===== src/rtl/lvds_input_common.sv =====
// Shared types and constants for the AXI-Lite register write slave.
// Holds the FSM encoding, response codes and register index names.
package lvds_input_common;

    typedef enum logic [1:0] {
        IDLE    = 2'd0,
        HAVE_AW = 2'd1,
        HAVE_W  = 2'd2,
        RESP    = 2'd3
    } wr_state_e;

    localparam logic [1:0] AXI_RESP_OKAY   = 2'b00;
    localparam logic [1:0] AXI_RESP_SLVERR = 2'b10;

    localparam int REG_IDX_0 = 0;
    localparam int REG_IDX_1 = 1;
    localparam int REG_IDX_2 = 2;
    localparam int REG_IDX_3 = 3;

    localparam int REG_BYTES = 4;

    // Expands a 4-bit byte strobe into a 32-bit bit mask.
    function automatic logic [31:0] strb_to_mask(input logic [3:0] strb);
        logic [31:0] m;
        m = '0;
        for (int k = 0; k < REG_BYTES; k++) begin
            m[k*8 +: 8] = {8{strb[k]}};
        end
        return m;
    endfunction

endpackage


===== src/rtl/axil_reg_bank.sv =====
// Byte-strobed register storage with self-clearing bits.
// A commit updates one register and raises its strobe for one cycle.
module axil_reg_bank
    import lvds_input_common::*;
#(
    parameter int                     NUM_REGS   = 4,
    parameter int                     IDX_W      = 6,
    parameter logic [NUM_REGS*32-1:0] RESET_VAL  = '0,
    parameter logic [NUM_REGS*32-1:0] PULSE_MASK = '0
) (
    input  logic                     clk_i,
    input  logic                     rst_i,
    input  logic                     we_i,
    input  logic [IDX_W-1:0]         idx_i,
    input  logic [31:0]              data_i,
    input  logic [3:0]               strb_i,
    output logic [NUM_REGS*32-1:0]   regs_o,
    output logic [NUM_REGS-1:0]      pulse_o
);

    logic [NUM_REGS*32-1:0] regs_q;
    logic [NUM_REGS*32-1:0] regs_d;
    logic [NUM_REGS-1:0]    pulse_q;
    logic [NUM_REGS-1:0]    pulse_d;
    logic [31:0]            bmask;

    // Self-clearing bits drop every cycle unless rewritten this cycle.
    always_comb begin
        bmask   = strb_to_mask(strb_i);
        regs_d  = regs_q & ~PULSE_MASK;
        pulse_d = '0;
        for (int i = 0; i < NUM_REGS; i++) begin
            if (we_i && (idx_i == IDX_W'(i))) begin
                regs_d[i*32 +: 32] = (regs_d[i*32 +: 32] & ~bmask)
                                   | (data_i & bmask);
                pulse_d[i]         = 1'b1;
            end
        end
    end

    always_ff @(posedge clk_i) begin
        if (rst_i) begin
            regs_q  <= RESET_VAL & ~PULSE_MASK;
            pulse_q <= '0;
        end else begin
            regs_q  <= regs_d;
            pulse_q <= pulse_d;
        end
    end

    assign regs_o  = regs_q;
    assign pulse_o = pulse_q;

endmodule


===== src/rtl/axil_reg_write.sv =====
// AXI-Lite write-only register slave: independent AW/W capture,
// address decode and single-outstanding B response.
module axil_reg_write
    import lvds_input_common::*;
#(
    parameter int                     ADDR_W     = 8,
    parameter int                     NUM_REGS   = 4,
    parameter logic [NUM_REGS*32-1:0] RESET_VAL  = '0,
    parameter logic [NUM_REGS*32-1:0] PULSE_MASK = '0
) (
    input  logic                     ACLK,
    input  logic                     ARESET,
    input  logic [ADDR_W-1:0]        AWADDR,
    input  logic                     AWVALID,
    output logic                     AWREADY,
    input  logic [31:0]              WDATA,
    input  logic [3:0]               WSTRB,
    input  logic                     WVALID,
    output logic                     WREADY,
    output logic [1:0]               BRESP,
    output logic                     BVALID,
    input  logic                     BREADY,
    output logic [NUM_REGS*32-1:0]   regs,
    output logic [NUM_REGS-1:0]      wr_pulse
);

    localparam int IDX_W = ADDR_W - 2;
    localparam logic [IDX_W:0] NUM_REGS_W = (IDX_W+1)'(NUM_REGS);

    wr_state_e        state_q, state_d;
    logic [IDX_W-1:0] awidx_q, awidx_d;
    logic [31:0]      wdata_q, wdata_d;
    logic [3:0]       wstrb_q, wstrb_d;
    logic [1:0]       bresp_q, bresp_d;

    logic             aw_hs, w_hs;
    logic             commit;
    logic             in_range;
    logic             bank_we;
    logic [IDX_W-1:0] cur_idx;
    logic [31:0]      cur_data;
    logic [3:0]       cur_strb;
    logic             addr_lsb_unused;

    // Byte offset within a register never affects decode.
    assign addr_lsb_unused = ^AWADDR[1:0];

    assign AWREADY = !ARESET && ((state_q == IDLE) || (state_q == HAVE_W));
    assign WREADY  = !ARESET && ((state_q == IDLE) || (state_q == HAVE_AW));
    assign BVALID  = (state_q == RESP);
    assign BRESP   = bresp_q;

    assign aw_hs = AWVALID && AWREADY;
    assign w_hs  = WVALID && WREADY;

    always_comb begin
        state_d  = state_q;
        awidx_d  = awidx_q;
        wdata_d  = wdata_q;
        wstrb_d  = wstrb_q;
        bresp_d  = bresp_q;
        commit   = 1'b0;
        cur_idx  = awidx_q;
        cur_data = wdata_q;
        cur_strb = wstrb_q;

        // The completing beat may come straight from the bus.
        if (aw_hs) begin
            awidx_d = AWADDR[ADDR_W-1:2];
            cur_idx = AWADDR[ADDR_W-1:2];
        end
        if (w_hs) begin
            wdata_d  = WDATA;
            wstrb_d  = WSTRB;
            cur_data = WDATA;
            cur_strb = WSTRB;
        end

        unique case (state_q)
            IDLE: begin
                if (aw_hs && w_hs) begin
                    state_d = RESP;
                    commit  = 1'b1;
                end else if (aw_hs) begin
                    state_d = HAVE_AW;
                end else if (w_hs) begin
                    state_d = HAVE_W;
                end
            end
            HAVE_AW: begin
                if (w_hs) begin
                    state_d = RESP;
                    commit  = 1'b1;
                end
            end
            HAVE_W: begin
                if (aw_hs) begin
                    state_d = RESP;
                    commit  = 1'b1;
                end
            end
            RESP: begin
                if (BREADY) begin
                    state_d = IDLE;
                end
            end
            default: state_d = IDLE;
        endcase

        in_range = ({1'b0, cur_idx} < NUM_REGS_W);
        bank_we  = commit && in_range;
        if (commit) begin
            bresp_d = in_range ? AXI_RESP_OKAY : AXI_RESP_SLVERR;
        end
    end

    always_ff @(posedge ACLK) begin
        if (ARESET) begin
            state_q <= IDLE;
            awidx_q <= '0;
            wdata_q <= '0;
            wstrb_q <= '0;
            bresp_q <= AXI_RESP_OKAY;
        end else begin
            state_q <= state_d;
            awidx_q <= awidx_d;
            wdata_q <= wdata_d;
            wstrb_q <= wstrb_d;
            bresp_q <= bresp_d;
        end
    end

    axil_reg_bank #(
        .NUM_REGS   (NUM_REGS),
        .IDX_W      (IDX_W),
        .RESET_VAL  (RESET_VAL),
        .PULSE_MASK (PULSE_MASK)
    ) u_bank (
        .clk_i   (ACLK),
        .rst_i   (ARESET),
        .we_i    (bank_we),
        .idx_i   (cur_idx),
        .data_i  (cur_data),
        .strb_i  (cur_strb),
        .regs_o  (regs),
        .pulse_o (wr_pulse)
    );

endmodule

===== config.mk =====
export PLATFORM = sky130hd
export DESIGN_NAME = axil_reg_write
export DESIGN_NICKNAME = d
export VERILOG_FILES = /design/src/rtl/lvds_input_common.sv /design/src/rtl/axil_reg_bank.sv /design/src/rtl/axil_reg_write.sv
export SDC_FILE = /design/constraint.sdc
export NUM_CORES = 1
export LEC_CHECK = 0
export ABC_AREA = 1
export CORE_UTILIZATION = 45
export CTS_CLUSTER_DIAMETER = 120
export CTS_CLUSTER_SIZE = 8
export DETAILED_ROUTE_END_ITERATION = 6
export GPL_TIMING_DRIVEN = 0
export PLACE_DENSITY = 0.73
export SLEW_MARGIN = 5
export SYNTH_ARGS = -nofsm -noshare
export SYNTH_HDL_FRONTEND = slang
export SYNTH_SLANG_ARGS = --single-unit

===== constraint.sdc =====
create_clock -name ACLK -period 4.2 [get_ports ACLK]
set_clock_uncertainty 0.05 [all_clocks]
set_input_delay 0.84 -clock ACLK [delete_from_list [all_inputs] [get_ports ACLK]]
set_output_delay 0.84 -clock ACLK [all_outputs]
set_load 0.02 [all_outputs]

-- Word-level counts from Yosys, hierarchy flattened
Index checks and enable logic that the tools add are counted.
- bits in registers: 178
- latch bits: 0
- RAM bits: 0
- memory bits (read-only): 0
- input bits: 49
- output and inout port bits: 137
- word-level logic and storage cells: 66
- memories kept: 0
- add/subtract/negate cells: 0
- multiply operators: 0
- div/mod/pow operators: 0
- order comparisons: 1
- equality and inequality tests: 10
- shifts and indexed selects: 0
- mux-type cells: 19
- bitwise logic cells: 10
- reductions and logical operators: 16
- operators by type and width (cell ; number):
    $and A32 B32 Y32 ; 5
    $or A32 B32 Y32 ; 4
    $mux W32 ; 1
    $not A32 Y32 ; 1
    $mux W2 ; 7
    $eq A6 B2 Y1 const B ; 2
    $logic_and A1 B1 Y1 ; 10
    $pmux W2 S4 ; 1
    $mux W1 ; 7
    $eq A6 B1 Y1 const B ; 1
    $logic_not A6 Y1 ; 1
    $lt A6 B3 Y1 const B ; 1
    $mux W6 ; 1
    $eq A2 B2 Y1 const B ; 2
    $mux W4 ; 1
    $ne A2 B2 Y1 const B ; 2
    $ne A4 B3 Y1 const B ; 1
    $reduce_and A4 Y1 ; 1
    $pmux W1 S3 ; 1
    $eq A2 B1 Y1 const B ; 1
    $logic_not A2 Y1 ; 1
    $logic_or A1 B1 Y1 ; 2
    $ne A2 B1 Y1 const B ; 1
    $logic_not A1 Y1 ; 1

-- Logic depth before layout (Yosys ltp)
Gate-level depths: netlist of the first run.
- word-level depth: 10
- mapped depth: 16
- depth with buffers taken out: 14

-- By module
A second synthesis of the first run with hierarchy kept.
- cells, all modules: 1050
- area, all modules: 7606.0 um^2
- by module, submodules not included (module ; instances ; cells an instance ; area an instance (um^2) ; sequential area each (um^2)):
    axil_reg_bank ; 1 ; 761 ; 5611.6 ; 2642.5
    axil_reg_write ; 1 ; 289 ; 1994.4 ; 900.9

-- Worst setup path after synthesis of the first run
No wires, ideal clock.
- path type: input-to-reg
- start point: input port ARESET
- end point: register with a tool-made name
- library setup time: 110 ps
- arrival time: 2298 ps
- required time: 4040 ps
- slack: 1742 ps
- cell stages on the path: 12
- path buffers: 4
- path through: buf_4 -> inv_4 -> nand3_4 -> buf_6 -> o21ai_0 -> nand2_1 -> nor2_2 -> buf_2 -> buf_4 -> nand4_1 -> nand2_1 -> nor2_1
- RTL lines (element ; RTL line ; text):
    from (decl) ; axil_reg_write.sv:12 ; input logic ARESET,

==> results.sh, run 1 <==
export IMPL_path_max_fanout=10
export IMPL_initial_core_util=0.461
export IMPL_p_clk_frac=0.342
export IMPL_rsz0062_at_grt="false"
export IMPL_ctsHoldBuffers=0
export IMPL_tightest_slew_ns=0.701
export IMPL_num_fill_cells=1622
export IMPL_h_tree_depth=4
export IMPL_synth_area_mux_share=0.00628
export IMPL_cts_setup_buffers=0
export IMPL_final_util=0.613
export IMPL_track_usage=0.261
export IMPL_seqPwrFrac=0.403
export IMPL_layout_commonest_cell="nand2_1"
export IMPL_cp_end_kind="register"
export IMPL_vdd_ir_drop_max_uv=330
export IMPL_crit_type="in2reg"
export IMPL_swShare=0.329
export IMPL_syn_inst=1192
export IMPL_worstHoldPathType="reg2reg"
export IMPL_clk_pin_slew_ns=0.06
export IMPL_final_cell_mix="291 x nand2_1, 247 x nor2_1, 235 x inv_1"
export IMPL_multiInputGateArea_um2=3240
export IMPL_drv_cap=0
export IMPL_syn_to_final_growth_pct=33.0
export IMPL_yosysWarnings=0
export IMPL_final_min_clock_period_ns=2.99
export IMPL_start_kind="input port"
export IMPL_dp_hpwl_um=16900
export IMPL_fin_nets=1446
export IMPL_pwr_density_cell_nw_per_um2=418
export IMPL_drive_gt1_frac=0.0792
export IMPL_p_comb_frac=0.255
export IMPL_synth_compound_area_frac=0.0297
export IMPL_syn_area_per_cell_um2=6.69
export IMPL_finalCritPeriodShare=0.712
export IMPL_finalHoldViolCount=0
export IMPL_insertion_delay_ns=0.43
export IMPL_fmax_mhz=334
export IMPL_grt_antenna_before_repair=1
export IMPL_via_per_inst=4.68
export IMPL_p_leak_nw=5.27
export IMPL_grt_overflow_total=0
export IMPL_cp_arrival_ns=3.27
export IMPL_synthAdderAreaFrac=0.00785
export IMPL_cts_num_sinks=177
export IMPL_seq_area_frac_synth=0.444
export IMPL_wire_per_inst_um=14.2
export IMPL_grt_pass1_wl_um=36300
export IMPL_synth_top_family_by_area="simple AND/OR/NAND/NOR gates"
export IMPL_core_area_um2=17300
export IMPL_synth_cell_types=30
export IMPL_die_x_um=135
export IMPL_num_rows=48
export IMPL_antenna_left=0
export IMPL_syn_nets=1246
export IMPL_yosys_area_share_simple=0.362
export IMPL_clk_path_buf_depth=2
export IMPL_vias=7613
export IMPL_ctsResizeCount=0
export IMPL_dr_pass1_iters=5
export IMPL_grt_start_max_net_pins=17
export IMPL_initialDrtViolationCount=522
export IMPL_root_buffer="clkbuf_16"
export IMPL_finalMaxSlewViolations=0
export IMPL_numPortBuffers=181
export IMPL_routed_wl_um=23200
export IMPL_setup_viol=0
export IMPL_slew_headroom=0.533
export IMPL_status="complete, no violations"
export IMPL_die_area_um2=18300
export IMPL_gp_congestion=0.856
export IMPL_p_int_mw=2.98
export IMPL_regArea_um2=3540
export IMPL_setup_tns_ns=0
export IMPL_cts_buffers=17
export IMPL_worstPathRequired_ns=4.47
export IMPL_r2r_start="state_q[0]$_SDFFE_PP0P_"
export IMPL_reg2regPathDepth=13
export IMPL_p_switching_mw=1.46
export IMPL_min_path_cells=4
export IMPL_drc=0
export IMPL_synth_seq_cells=177
export IMPL_grt_pass1_vias=7066
export IMPL_tritoncts="built"
export IMPL_reg2reg_setup_slack_ns=1.34
export IMPL_syn_area_um2=7970
export IMPL_synthXorXnorAreaFrac=0
export IMPL_io_pins=186
export IMPL_dieHeight_um=135
export IMPL_diodes=0
layer usage:
layer | routed length [um] | track usage
met1 | 10100 | 0.332
met2 | 10400 | 0.415
met3 | 2010 | 0.0766
met4 | 683 | 0.100
met5 | 0 | 0
metrics by stage:
stage | instances | hold slack (ns) | instance area [um2] | setup slack (ns) | total power, mW
final | 1627 | 0.459 | 10600 | 1.21 | 4.44
after global routing | 1627 | 0.488 | 10600 | 1.01 | 4.64
after CTS | 1627 | 0.457 | 10600 | 1.24 | 4.44
after detailed placement | 1598 | 0.445 | 10100 | 0.801 | 2.94
after global placement | 1598 | 0.446 | 10100 | 0.828 | 2.92
after floorplan | 1192 | 0.457 | 7970 | 1.74 | 2.57
kinds of logic (layout without fill, tap and decap cells):
| logic type | count (synthesis) | in the layout |
|---|---|---|
| muxes | 5 | 5 |
| adders and majority gates | 5 | 5 |
| other | 1 | 1 |
| DFF | 177 | 177 |
| buffers and inverters | 300 | 510 |
| and+or+nand+nor | 660 | 660 |
| AOI/OAI and AO/OA | 44 | 44 |
final cells by class:
cell class                      count  share of cell area
Sequential cell                   177               0.334
Multi-Input combinational cell    715               0.305
Timing Repair Buffer              181               0.171
Inverter                          238              0.0844
Clock buffer                       22              0.0428
Buffer                             62              0.0281
Tap cell                          225              0.0265
Clock inverter                      7             0.00826
worst max-delay path, stage by stage:
cell	delay (ns)
clkdlybuf4s50_1	0.61
nand3_4	0.16
buf_6	0.18
o21ai_0	0.25
nand2_1	0.11
nor2_2	0.22
clkbuf_1	0.54
nand4_1	0.20
nand2_1	0.11
nor2_1	0.04
Yosys cell counts:
library cell,count,area [um2]
nor2_4,5,56.3
nor2_1,247,927
nand2_1,291,1090
nand3_4,1,17.5
nor3_1,4,20.0
inv_2,2,7.51
o22ai_1,1,6.26
o21ai_0,35,175
nand3_2,2,20.0
nand4_2,10,125
inv_1,235,882
inv_4,1,6.26
nand3_1,2,10.0
ha_1,5,62.6
a21oi_1,3,15.0
nor2_2,3,18.8
conb_1,1,3.75
buf_6,3,33.8
mux2i_1,5,50.1
o21ai_2,4,35.0
buf_1,6,22.5
nand2_2,2,12.5
nand3b_1,2,15.0
o21ai_1,1,5.00
buf_4,4,30.0
dfxtp_1,177,3540
or2_2,27,169
nand4_1,64,400
buf_2,22,110
clkbuf_1,27,101
how the worst max path moves through the flow:
stage | start | endpoint | slack (ns) | cells past startpoint
final | AWVALID | register | 1.21 | 10
after floorplan | ARESET | register | 1.74 | 12
after CTS | WVALID | state_q[0]$_SDFFE_PP0P_ | 1.24 | 10
after global routing | WVALID | state_q[0]$_SDFFE_PP0P_ | 1.01 | 10
after detailed placement | WVALID | state_q[0]$_SDFFE_PP0P_ | 0.80 | 10
after global placement | WVALID | state_q[0]$_SDFFE_PP0P_ | 0.83 | 10
power groups by stage:
| stage | registers [mW] | clock network (mW) | logic [mW] |
|---|---|---|---|
| after floorplan | 1.83 | 0 | 0.735 |
| after global placement | 1.82 | 0 | 1.09 |
| after detailed placement | 1.83 | 0 | 1.11 |
| after CTS | 1.79 | 1.53 | 1.12 |
| after global routing | 1.80 | 1.60 | 1.24 |
| final | 1.79 | 1.52 | 1.13 |
(Power assumes the default switching activity.)
==> run 2, diff against run 1 <==
Settings changed: PLACE_DENSITY 0.73 to 0.76.
Clock period 4.2 ns to 2.75 ns, I/O delays scaled along.
==> run 2 against run 1 <==
  * Global-route usage about the same
  * Total power is 56% higher
  * Clock power up 59%
  * Sequential share of layout area down 0.25 points
  * First-iteration DRC count is 6.5% lower
  * Combinational power increased by 57%
  * Die area did not move
  * Core utilization increased by 0.47 points
  * Largest cell class unchanged
==> results.sh, run 2 (synthesis results as in run 1) <==
export IMPL_cts_buffers=17
export IMPL_syn_to_final_growth_pct=34.1
export IMPL_tightest_slew_ns=0.747
export IMPL_drive_gt1_frac=0.0888
export IMPL_cp_arrival_ns=2.94
export IMPL_finalHoldViolCount=0
export IMPL_num_rows=48
export IMPL_root_buffer="clkbuf_16"
export IMPL_crit_type="reg2reg"
export IMPL_initialDrtViolationCount=488
export IMPL_clk_path_buf_depth=2
export IMPL_grt_overflow_total=0
export IMPL_final_cell_mix="291 x nand2_1, 247 x nor2_1, 235 x inv_1"
export IMPL_dr_pass1_iters=5
export IMPL_h_tree_depth=4
export IMPL_tritoncts="built"
export IMPL_setup_viol=0
export IMPL_layout_commonest_cell="nand2_1"
export IMPL_diodes=0
export IMPL_power_mw=6.93
export IMPL_io_pins=186
export IMPL_die_area_um2=18300
export IMPL_routed_wl_um=23600
export IMPL_vias=7778
export IMPL_reg2regPathDepth=14
export IMPL_min_path_cells=2
export IMPL_start_kind="register"
export IMPL_rsz0062_at_grt="false"
export IMPL_setup_ws_ns=0.134
export IMPL_whs_endpoint="wstrb_q[0]$_SDFF_PP0_"
export IMPL_ctsHoldBuffers=0
export IMPL_dp_hpwl_um=17100
export IMPL_finalMaxSlewViolations=0
export IMPL_reg2reg_setup_slack_ns=0.13
export IMPL_grt_antenna_before_repair=1
export IMPL_track_usage=0.261
export IMPL_hold_start="ARESET"
export IMPL_dieHeight_um=135
export IMPL_fin_nets=1449
export IMPL_die_x_um=135
export IMPL_slew_headroom=0.502
export IMPL_via_per_inst=4.77
export IMPL_p_leak_nw=5.33
export IMPL_r2r_start="state_q[0]$_SDFFE_PP0P_"
export IMPL_path_max_fanout=10
export IMPL_initial_core_util=0.461
export IMPL_antenna_left=0
export IMPL_gp_congestion=0.860
export IMPL_grt_pass1_wl_um=36100
export IMPL_final_min_clock_period_ns=2.62
export IMPL_worstHoldPathType="in2reg"
export IMPL_finalCritPeriodShare=0.951
export IMPL_cts_num_sinks=177
export IMPL_fmax_mhz=382
export IMPL_drv_cap=0
export IMPL_grt_pass1_vias=7057
export IMPL_clk_pin_slew_ns=0.07
export IMPL_vdd_ir_drop_max_uv=554
export IMPL_status="complete, no violations"
export IMPL_worstPathRequired_ns=3.07
export IMPL_wire_per_inst_um=14.5
export IMPL_dp_slack_ns=-0.300
export IMPL_numPortBuffers=181
export IMPL_cp_end_kind="register"
export IMPL_pwr_density_cell_nw_per_um2=648
export IMPL_setup_tns_ns=0
export IMPL_core_area_um2=17300
export IMPL_insertion_delay_ns=0.44
export IMPL_drc=0
export IMPL_grt_start_max_net_pins=17
==> run 2: cell types whose count changed in the layout (fill, tap and decap cells not counted) <==
cell / delta
clkbuf_8: +2
clkinv_4: +2
clkbuf_2: +7
buf_4: +4
clkinv_2: -3
clkbuf_1: -8
buf_1: -1
nor2_2: -1
clkinvlp_4: +2
nor2_4: +1
==> run 2: per-stage QoR <==
stage	area, um2	hold WS (ns)	instances	util
global placement	10100	0.444	1598	0.582
global route	10700	0.355	1632	0.618
finish	10700	0.349	1632	0.618
detailed placement	10100	0.446	1598	0.582
floorplan	7970	0.457	1192	-
CTS	10700	0.337	1629	0.616
==> run 2: how the worst max path moves through the flow <==
stage | cells past startpoint | slack (ns) | end | start
2_1_floorplan | 12 | 0.58 | register | ARESET
3_3_place_gp | 10 | -0.28 | register | AWVALID
3_5_place_dp | 10 | -0.30 | state_q[0]$_SDFFE_PP0P_ | WVALID
4_1_cts | 13 | 0.06 | register | state_q[0]$_SDFFE_PP0P_
5_1_grt | 14 | 0.002 | register | state_q[0]$_SDFFE_PP0P_
6_report | 14 | 0.13 | register | state_q[0]$_SDFFE_PP0P_
==> run 2: what timing repair did <==
action,4_1_cts,5_1_grt
pin swaps,0,3
gates cloned,0,0
endpoints found under the hold margin,0,0
resized for setup,1,17
endpoints found under the setup margin,2,65
setup buffers,0,3
==> run 2: critical path, stage by stage (launching register included) <==
cell and delay [ns]:
dfxtp_1 0.33, inv_1 0.12, ha_1 0.20, inv_1 0.06
nand2_1 0.12, nand3_4 0.14, buf_6 0.18, nand2_1 0.05
nand2_1 0.16, nor2_4 0.30, nand4_1 0.31, buf_2 0.30
nand2_1 0.07, nand2_1 0.05, nor2_1 0.10
==> run 2: area by class of cell <==
class,instances,area (um2)
fillers,1573,6610
clock buffers,23,478
clock inverters,8,105
multi-input cells,715,3240
inverters,238,896
plain buffers,62,310
flip-flops and latches,177,3540
repair buffers,184,1830
well taps,225,282
==> run 2: metal layers <==
layer,vias to the layer above,GRT usage,part of all wire
met5,-,0,0.00055
met4,2,0.121,0.036
met3,62,0.0706,0.098
met2,353,0.417,0.44
met1,3428,0.325,0.42
li1,3933,-,-
==> run 2: power by group <==
part           internal, mW  switching (mW)
clock network          1.41            1.02
logic                 0.546            1.22
registers              2.69          0.0440
